[config.mk]
export PLATFORM = sky130hd
export DESIGN_NAME = func_arbiter
export DESIGN_NICKNAME = d
export VERILOG_FILES = /design/src/rtl/func_arbiter_pkg.sv /design/src/rtl/func_arbiter_rr_picker.sv /design/src/rtl/func_arbiter.sv
export SDC_FILE = /design/constraint.sdc
export NUM_CORES = 1
export LEC_CHECK = 0
export ABC_AREA = 1
export CAP_MARGIN = 30
export CELL_PAD_IN_SITES_DETAIL_PLACEMENT = 0
export CELL_PAD_IN_SITES_GLOBAL_PLACEMENT = 2
export CORE_MARGIN = 2
export CORE_UTILIZATION = 23
export CTS_BUF_LIST = sky130_fd_sc_hd__clkbuf_8
export DETAILED_ROUTE_END_ITERATION = 6
export GPL_ROUTABILITY_DRIVEN = 0
export PLACE_DENSITY = 0.87
export SYNTH_ARGS = -nofsm -noshare
export SYNTH_HDL_FRONTEND = slang
export SYNTH_SLANG_ARGS = --single-unit
[constraint.sdc]
create_clock -name clk_i -period 3.1 [get_ports clk_i]
set_clock_uncertainty 0.2 [all_clocks]
set_input_delay 0.465 -clock clk_i [delete_from_list [all_inputs] [get_ports clk_i]]
set_output_delay 0.465 -clock clk_i [all_outputs]
set_load 0.005 [all_outputs]
[src/rtl/func_arbiter_pkg.sv]
// func_arbiter_pkg: shared operand width, arbiter state encoding and index-width helper.
package func_arbiter_pkg;
    localparam int W_DEF = 8;

    typedef enum logic [2:0] {IDLE, ISSUE, ARM, RUN, DONE} state_t;

    function automatic int clog2(input int n);
        int r = 0;
        while ((1 << r) < n) r++;
        return (r == 0) ? 1 : r;
    endfunction
endpackage

[src/rtl/func_arbiter_rr_picker.sv]
// func_arbiter_rr_picker: round-robin pick of the first pending request after the last grant.
module func_arbiter_rr_picker
    import func_arbiter_pkg::*;
#(
    parameter int N_REQ = 4,
    parameter int LW    = clog2(N_REQ)
) (
    input  logic [N_REQ-1:0] req,
    input  logic [LW-1:0]    last,
    output logic [LW-1:0]    grant,
    output logic             valid
);
    logic [LW-1:0] idx;

    // Scan farthest candidate first so the nearest one after last wins.
    always_comb begin
        grant = '0;
        valid = 1'b0;
        idx   = '0;
        for (int i = N_REQ; i >= 1; i--) begin
            idx = LW'((int'(last) + i) % N_REQ);
            if (req[idx]) begin
                grant = idx;
                valid = 1'b1;
            end
        end
    end
endmodule

[src/rtl/func_arbiter.sv]
// func_arbiter: round-robin sharing of one multi-cycle func unit among N_REQ requesters,
// latching the winner's operands and sequencing the start/busy handshake.
module func_arbiter
    import func_arbiter_pkg::*;
#(
    parameter int N_REQ = 4,
    parameter int W     = W_DEF
) (
    input  logic               clk_i,
    input  logic               rst_i,
    input  logic [N_REQ-1:0]   req_i,
    input  logic [N_REQ*W-1:0] a_i,
    input  logic [N_REQ*W-1:0] b_i,
    output logic [N_REQ-1:0]   ack_o,
    output logic [N_REQ-1:0]   done_o,
    output logic [W-1:0]       y_o,
    output logic               busy_o,
    output logic [W-1:0]       func_a_o,
    output logic [W-1:0]       func_b_o,
    output logic               func_start_o,
    input  logic               func_busy_i,
    input  logic [W-1:0]       func_y_i
);
    localparam int LW = clog2(N_REQ);

    state_t        state;
    logic [LW-1:0] last, g, pick;
    logic          pick_v;
    logic [W-1:0]  a_arr [N_REQ];
    logic [W-1:0]  b_arr [N_REQ];

    for (genvar k = 0; k < N_REQ; k++) begin : g_unpack
        assign a_arr[k] = a_i[k*W +: W];
        assign b_arr[k] = b_i[k*W +: W];
    end

    func_arbiter_rr_picker #(.N_REQ(N_REQ), .LW(LW)) u_picker (
        .req   (req_i),
        .last  (last),
        .grant (pick),
        .valid (pick_v)
    );

    assign busy_o = (state != IDLE);

    // Operands stay latched after IDLE exit because func samples them live while busy.
    always_ff @(posedge clk_i or posedge rst_i) begin
        if (rst_i) begin
            state        <= IDLE;
            last         <= LW'(N_REQ - 1);
            g            <= '0;
            ack_o        <= '0;
            done_o       <= '0;
            y_o          <= '0;
            func_a_o     <= '0;
            func_b_o     <= '0;
            func_start_o <= 1'b0;
        end else begin
            ack_o        <= '0;
            done_o       <= '0;
            func_start_o <= 1'b0;
            case (state)
                IDLE: if (pick_v) begin
                    g            <= pick;
                    func_a_o     <= a_arr[pick];
                    func_b_o     <= b_arr[pick];
                    ack_o        <= N_REQ'(1) << pick;
                    func_start_o <= 1'b1;
                    state        <= ISSUE;
                end
                ISSUE: begin
                    last  <= g;
                    state <= ARM;
                end
                ARM: if (func_busy_i) state <= RUN;
                RUN: if (!func_busy_i) begin
                    y_o    <= func_y_i;
                    done_o <= N_REQ'(1) << g;
                    state  <= DONE;
                end
                DONE:    state <= IDLE;
                default: state <= IDLE;
            endcase
        end
    end
endmodule

=== Word level (Yosys, flattened, before mapping) ===
Cells that the tools add are included.

* Add/subtract/negate cells: 4
* Multiply operators: 0
* Divide/modulo/power cells: 0
* Magnitude comparators: 5
* Equal/unequal tests: 6
* Shift operators: 2
* Multiplexer cells: 32
* Bitwise logic cells: 2
* Reduce and logical (&&, ||, !) cells: 5

{| class="wikitable"
|+ Operators by type and width
! operator !! count
|-
| binary-select mux 8 bit (select 2 bit) || 2
|-
| 2-to-1 mux 8 bit || 4
|-
| 2-to-1 mux 4 bit || 4
|-
| less-than comparator 2 x 3 -> 1 bit (second input constant) || 4
|-
| case mux 3 bit (4 select lines) || 1
|-
| 2-to-1 mux 1 bit || 10
|-
| 2-to-1 mux 3 bit || 3
|-
| binary-select mux 1 bit (select 2 bit) || 4
|-
| 2-to-1 mux 2 bit || 4
|-
| left shift 1 x 2 -> 4 bit (first input constant) || 2
|-
| equality test 3 x 2 -> 1 bit (second input constant) || 2
|-
| inequality test 2 bit (second input constant) || 3
|-
| adder 2 x 1 -> 2 bit (second input constant) || 2
|-
| adder 2 bit (second input constant) || 2
|-
| AND reduction 2 bit || 2
|-
| equality test 3 x 1 -> 1 bit (second input constant) || 1
|-
| >= comparator 3 bit (second input constant) || 1
|-
| zero test 3 bit || 1
|-
| inverter 2 -> 3 bit || 1
|-
| AND reduction 3 bit || 1
|-
| nonzero test 3 bit || 1
|-
| inverter 1 bit || 1
|}

* Bits in registers: 40
* Bits in latches: 0
* Bits in writable memories: 0
* Memory bits (read-only): 0
* Output and inout bits: 34
* Word-level logic and storage cells: 65
* Memories kept: 0

=== Logic depth before layout (Yosys ltp) ===
* Depth after elaboration: 11
* Depth in mapped cells: 17
* Gate-level depth less buffers: 15

=== By module ===
From an unflattened synthesis, not the netlist that was laid out.

* Cells, all modules: 367
* Area, all modules: 2389.8 µm²

{| class="wikitable"
|+ Modules (own cells, without submodules)
! module !! times used !! cells an instance !! area each (µm²) !! seq. area each (µm²)
|-
| func_arbiter || 1 || 318 || 2163.3 || 1003.5
|-
| func_arbiter_rr_picker || 1 || 49 || 226.5 || 0.0
|}

=== Worst setup path after synthesis ===
No wires, ideal clock.

* Path kind: register to register
* From: register last[0]
* To: register func_b_o[5]
* Setup time: 0.117 ns
* Arrival: 1.637 ns
* Required time: 2.783 ns
* Path slack: 1.147 ns
* Stages on the path, launching flop included: 18
* Buffers on the path: 2
* Clock period less this slack: 1.953 ns
* Cell sequence: dfstp_2 buf_6 inv_6 nand2_1 nand3_1 nand2_1 inv_1 nand2_2 nand2_2 nand2_4 nand2_4 buf_12 nand2_2 nand2_1 nand2_1 nand2_1 nand2_1 nand2_1

* Cells in the longest elaborated chain, start to end: 11

{| class="wikitable"
|+ Ends and longest elaborated chain
! what !! RTL line !! text
|-
| start, declared || func_arbiter.sv:27 || <nowiki>logic [LW-1:0] last, g, pick;</nowiki>
|-
| start signal, assigned || func_arbiter.sv:50 || <nowiki>last <= LW'(N_REQ - 1);</nowiki>
|-
| start signal, assigned || func_arbiter.sv:72 || <nowiki>last <= g;</nowiki>
|-
| adder 2 x 1 -> 2 bit || func_arbiter_rr_picker.sv:21 || <nowiki>idx = LW'((int'(last) + i) % N_REQ);</nowiki>
|-
| binary-select mux 1 bit (select 2 bit) || func_arbiter_rr_picker.sv:22 || <nowiki>if (req[idx]) begin</nowiki>
|-
| 2-to-1 mux 1 bit (not written as such) || func_arbiter_rr_picker.sv:22 ||
|-
| 2-to-1 mux 2 bit (4 in a row) || func_arbiter_rr_picker.sv:22 ||
|-
| inverter 2 -> 3 bit (not written as such) || func_arbiter.sv:66 || <nowiki>func_b_o <= b_arr[pick];</nowiki>
|-
| binary-select mux 8 bit (select 2 bit) || func_arbiter.sv:66 ||
|-
| 2-to-1 mux 8 bit (not written as such) (2 in a row) || func_arbiter.sv:66 ||
|-
| end signal, assigned || func_arbiter.sv:66 ||
|-
| end, declared || func_arbiter.sv:19 || <nowiki>output logic [W-1:0] func_b_o,</nowiki>
|}

Parallel ways exist; a longest one is shown, timed or not. The select of a mux whose other input is x is not followed.
A chain may end at the register's enable or synchronous reset.

=== Worst setup path in the final report ===
* From: register last[0]
* To: register func_b_o[7]

The elaborated chain is that of the path after synthesis.

==> reports/qor.log <==
INFO  worst_hold_path holdCritPathClass=reg -> reg
INFO  run            drv_cap=0
INFO  routing        detail_route.drc_violations=0
INFO  logic_synthesis synth_flop_cell=sky130_fd_sc_hd__dfrtp_1
INFO  floorplan      die_w=109µm
INFO  timing         totalNegativeSetupSlack=0ns
INFO  timing         period_needed=2.45ns
INFO  setup_path     critPathCaptureType=register
INFO  timing         max_freq=408MHz
INFO  logic_synthesis synth_edf_count=0
INFO  routing        final_antenna_net_count=0
INFO  timing         fin_ws=0.646ns
INFO  power_and_ir_drop fin_total_pwr=0.00372W
INFO  timing         post-route-period-util=79.2%
INFO  timing         worst_slew_pin_slew=0.856ns
INFO  clock_network  h-tree-depth=2
INFO  routing        drtPass1Iterations=5
INFO  logic_synthesis syn-instance-count=381
INFO  clock_network  clock_path_buffers=2
INFO  setup_path     reg_to_reg_setup_timing_slack=0.65ns
INFO  clock_network  post_cts_resized=0
INFO  floorplan      core=10800µm²
INFO  power_and_ir_drop comb_power_share=65.9%
INFO  worst_hold_path min-delay-start=g[1]
INFO  place          dp_cells=620
INFO  floorplan      die_area=11800µm²
INFO  timing         grt_setup_unrepaired=false
INFO  clock_network  cts_made_buffers=5
INFO  grt            grt_max_degree=41
INFO  logic_synthesis yosys_warnings=0
INFO  finish         design.final.nets=566
INFO  routing        vias=2593
INFO  setup_path     reg2reg_from=last[0]
INFO  setup_path     ff_to_ff_path_depth=13
INFO  logic_synthesis synth_cell_type_count=26
INFO  power_and_ir_drop power_leakage=1.98nW
INFO  timing         final_count_of_negative_setup_slack_endpoints=0
INFO  setup_path     worst_setup_path_category=reg -> reg
INFO  setup_path     regToRegEndpoint=func_b_o[7]
INFO  setup_path     worst-endpoint-required=3.13ns
INFO  clock_network  numClockSinks=40
INFO  logic_synthesis synthArstFlopShare=100%
INFO  place          detailed_place_hpwl=5870µm
INFO  setup_path     timing.critical_path.from_type=register
INFO  finish         fill_cells=1139
INFO  timing         timing.slew.headroom=42.8%
INFO  clock_network  post_cts_clock_slew_at_the_launch_and_capture_registers_of_the_worst_setup_and_hold_paths=0.08ns
INFO  power_and_ir_drop internal_dissipation=0.00192W
INFO  floorplan      initial_utilization=23.4%
INFO  logic_synthesis synth.largest_area_cell=sky130_fd_sc_hd__dfrtp_1
INFO  logic_synthesis yosys-top-cells-area=sky130_fd_sc_hd__dfrtp_1 38%, sky130_fd_sc_hd__nand2_1 26%, sky130_fd_sc_hd__nand3_1 10%
INFO  routing        drt_first_iter_violations=161
INFO  logic_synthesis synth-seq-area-share=39.7%
INFO  setup_path     cp.arrival=2.49ns
INFO  grt            first_global_vias=2591
INFO  run_status     status=finished clean
INFO  routing        totalWireLength=7810µm
INFO  power_and_ir_drop worst_ir_drop_vdd=323µV
INFO  grt            grt_ovf=0
INFO  routing        avgViaCountPerCell=4.13
INFO  finish         layout-drive-gt1-share=8.61%
INFO  grt            grt_antenna_before_repair=0
INFO  logic_synthesis number_of_storage_elements_in_the_synthesis_netlist=40
INFO  place          port-buffer-count=112
INFO  clock_network  cts_setup_buffers=0
INFO  floorplan      dieHeight=109µm
INFO  clock_network  clockRootBuffer=sky130_fd_sc_hd__clkbuf_8
INFO  finish         final-instance-count-excl-fill=628
INFO  power_and_ir_drop power.density=972nW/µm²
INFO  finish         area_overhead_of_the_layout_relative_to_synthesis=51.3%
INFO  logic_synthesis synth_top_area_share=37.6%
INFO  logic_synthesis net_count_synth=460
INFO  setup_path     critical_path.max_fanout=34
INFO  power_and_ir_drop power_frac_clock=9.9%
INFO  floorplan      rows=38
INFO  clock_network  clk_latency=0.29ns
INFO  timing         total_count_of_hold_check_failures_in_the_final_report=0
INFO  floorplan      floorplan.io_pins=113
INFO  worst_hold_path cell_count_of_the_worst_hold_path=1
INFO  power_and_ir_drop power.switching_fraction=48.5%
INFO  clock_network  number_of_buffers_added_to_fix_hold_violations_after_cts=0
INFO  place          pre_cts_ws=0.372ns
INFO  logic_synthesis avgSynthCellArea=6.64µm²
INFO  clock_network  cts_tree=yes
INFO  worst_hold_path timing.hold.worst_endpoint=done_o[1]
INFO  grt            globalRouteTotalUtil=13.3%
INFO  grt            global_route_wire_length_before_repair=12400µm
INFO  finish         finalCoreUtilization=35.5%
INFO  logic_synthesis mappedNetlistArea=2530µm²
INFO  routing        avgRoutedWirePerCell=12.4µm
INFO  timing         slew_violations=0
INFO  power_and_ir_drop power_switching=0.00180W
INFO  finish         number_of_antenna_repair_diodes=0
INFO  power_and_ir_drop pwr-share-seq=24.2%
-- routing by layer --
metal	vias to the layer above	routed length, µm	track usage [%]
met5	-	0	0
met1	1150	3590	17.3
met4	0	35	2.47
met3	6	599	3.59
li1	1360	-	-
met2	77	3590	22.5
-- layout by cell type (no fill, tap or decap), types with 2 or more instances in the layout --
| master | n |
|---|---|
| sky130_fd_sc_hd__dfrtp_1 | 38 |
| sky130_fd_sc_hd__nand2_4 | 2 |
| sky130_fd_sc_hd__buf_4 | 4 |
| sky130_fd_sc_hd__nor3_1 | 5 |
| sky130_fd_sc_hd__inv_1 | 50 |
| sky130_fd_sc_hd__o21ai_0 | 6 |
| sky130_fd_sc_hd__dfstp_2 | 2 |
| sky130_fd_sc_hd__nor2_1 | 7 |
| sky130_fd_sc_hd__clkdlybuf4s50_1 | 112 |
| sky130_fd_sc_hd__nand3_1 | 51 |
| sky130_fd_sc_hd__nor2_2 | 2 |
| sky130_fd_sc_hd__nand2_1 | 174 |
| sky130_fd_sc_hd__nand2_2 | 15 |
| sky130_fd_sc_hd__inv_2 | 4 |
| sky130_fd_sc_hd__clkbuf_8 | 6 |
-- power by group through the flow --
| stage | logic [W] | registers, W | clock network [W] |
|---|---|---|---|
| after global placement | 0.00247 | 0.000909 | 0 |
| after CTS | 0.00249 | 0.000906 | 0.000386 |
| after global routing | 0.00282 | 0.000929 | 0.000403 |
| after floorplan | 0.00176 | 0.000879 | 0 |
| final | 0.00245 | 0.000898 | 0.000369 |
| after detailed placement | 0.00247 | 0.000912 | 0 |
-- logic make-up (layout without fill, tap and decap cells) --
logic type      after synthesis  in the layout  synth area share [%]
simple gates                261            261                  45.3
buf+inv                      71            178                  13.1
flops                        40             40                  39.7
compound gates                9              9                  1.98
-- worst max-delay path by stage --
| stage | start | to |
|---|---|---|
| detailed placement | req_i[2] | func_b_o[7] |
| CTS | last[0] | func_b_o[7] |
| global placement | req_i[3] | func_b_o[7] |
| global route | last[0] | func_b_o[4] |
| finish | last[0] | func_b_o[7] |
| floorplan | last[0] | func_b_o[5] |
-- stage by stage --
step / instance area (µm²) / hold slack (ns)
floorplan: 2530 / 0.232
global placement: 3730 / 0.250
detailed placement: 3730 / 0.261
CTS: 3830 / 0.269
global route: 3830 / 0.297
finish: 3830 / 0.271
-- worst max-delay path: stages (launching register included) --
cell,delay [ns]
sky130_fd_sc_hd__dfstp_2,0.66
sky130_fd_sc_hd__inv_6,0.08
sky130_fd_sc_hd__nand2_2,0.07
sky130_fd_sc_hd__nand2_1,0.06
sky130_fd_sc_hd__and2_4,0.17
sky130_fd_sc_hd__nor2_4,0.09
sky130_fd_sc_hd__nand3_4,0.21
sky130_fd_sc_hd__nand2_4,0.41
sky130_fd_sc_hd__nand2_1,0.09
sky130_fd_sc_hd__nand2_1,0.08
sky130_fd_sc_hd__nand2_1,0.07
sky130_fd_sc_hd__nand2_1,0.08
sky130_fd_sc_hd__nand2_1,0.05
sky130_fd_sc_hd__nand2_1,0.06
-- area by class of cell --
class                      count  area, µm²  share of cell area (%)
timing repair buffer         116       1150                    30.1
clock buffer                   6       82.6                    2.16
multi-input combinational    270       1190                    31.2
sequential                    40       1000                    26.2
inverter                      54        208                    5.43
tap                          140        175                    4.58
clock inverter                 2       11.3                   0.294
-- synthesized netlist by cell type, types with 2 or more instances --
cell type,instances
sky130_fd_sc_hd__inv_1,50
sky130_fd_sc_hd__nor2_1,7
sky130_fd_sc_hd__nand2_2,15
sky130_fd_sc_hd__buf_6,3
sky130_fd_sc_hd__dfstp_2,2
sky130_fd_sc_hd__buf_2,10
sky130_fd_sc_hd__nand2_4,2
sky130_fd_sc_hd__o21ai_0,6
sky130_fd_sc_hd__nor3_1,5
sky130_fd_sc_hd__buf_4,2
sky130_fd_sc_hd__nand2_1,174
sky130_fd_sc_hd__nand3_1,51
sky130_fd_sc_hd__dfrtp_1,38
sky130_fd_sc_hd__inv_2,3
sky130_fd_sc_hd__nor2_2,2
-- flip-flops by register name, indices dropped and copies added, names as in the netlist --
register,count
func_a_o,8
func_b_o,8
y_o,8
ack_o,4
done_o,4
state,3
g,2
last,2
func_start_o,1
(Power assumes the default switching activity.)
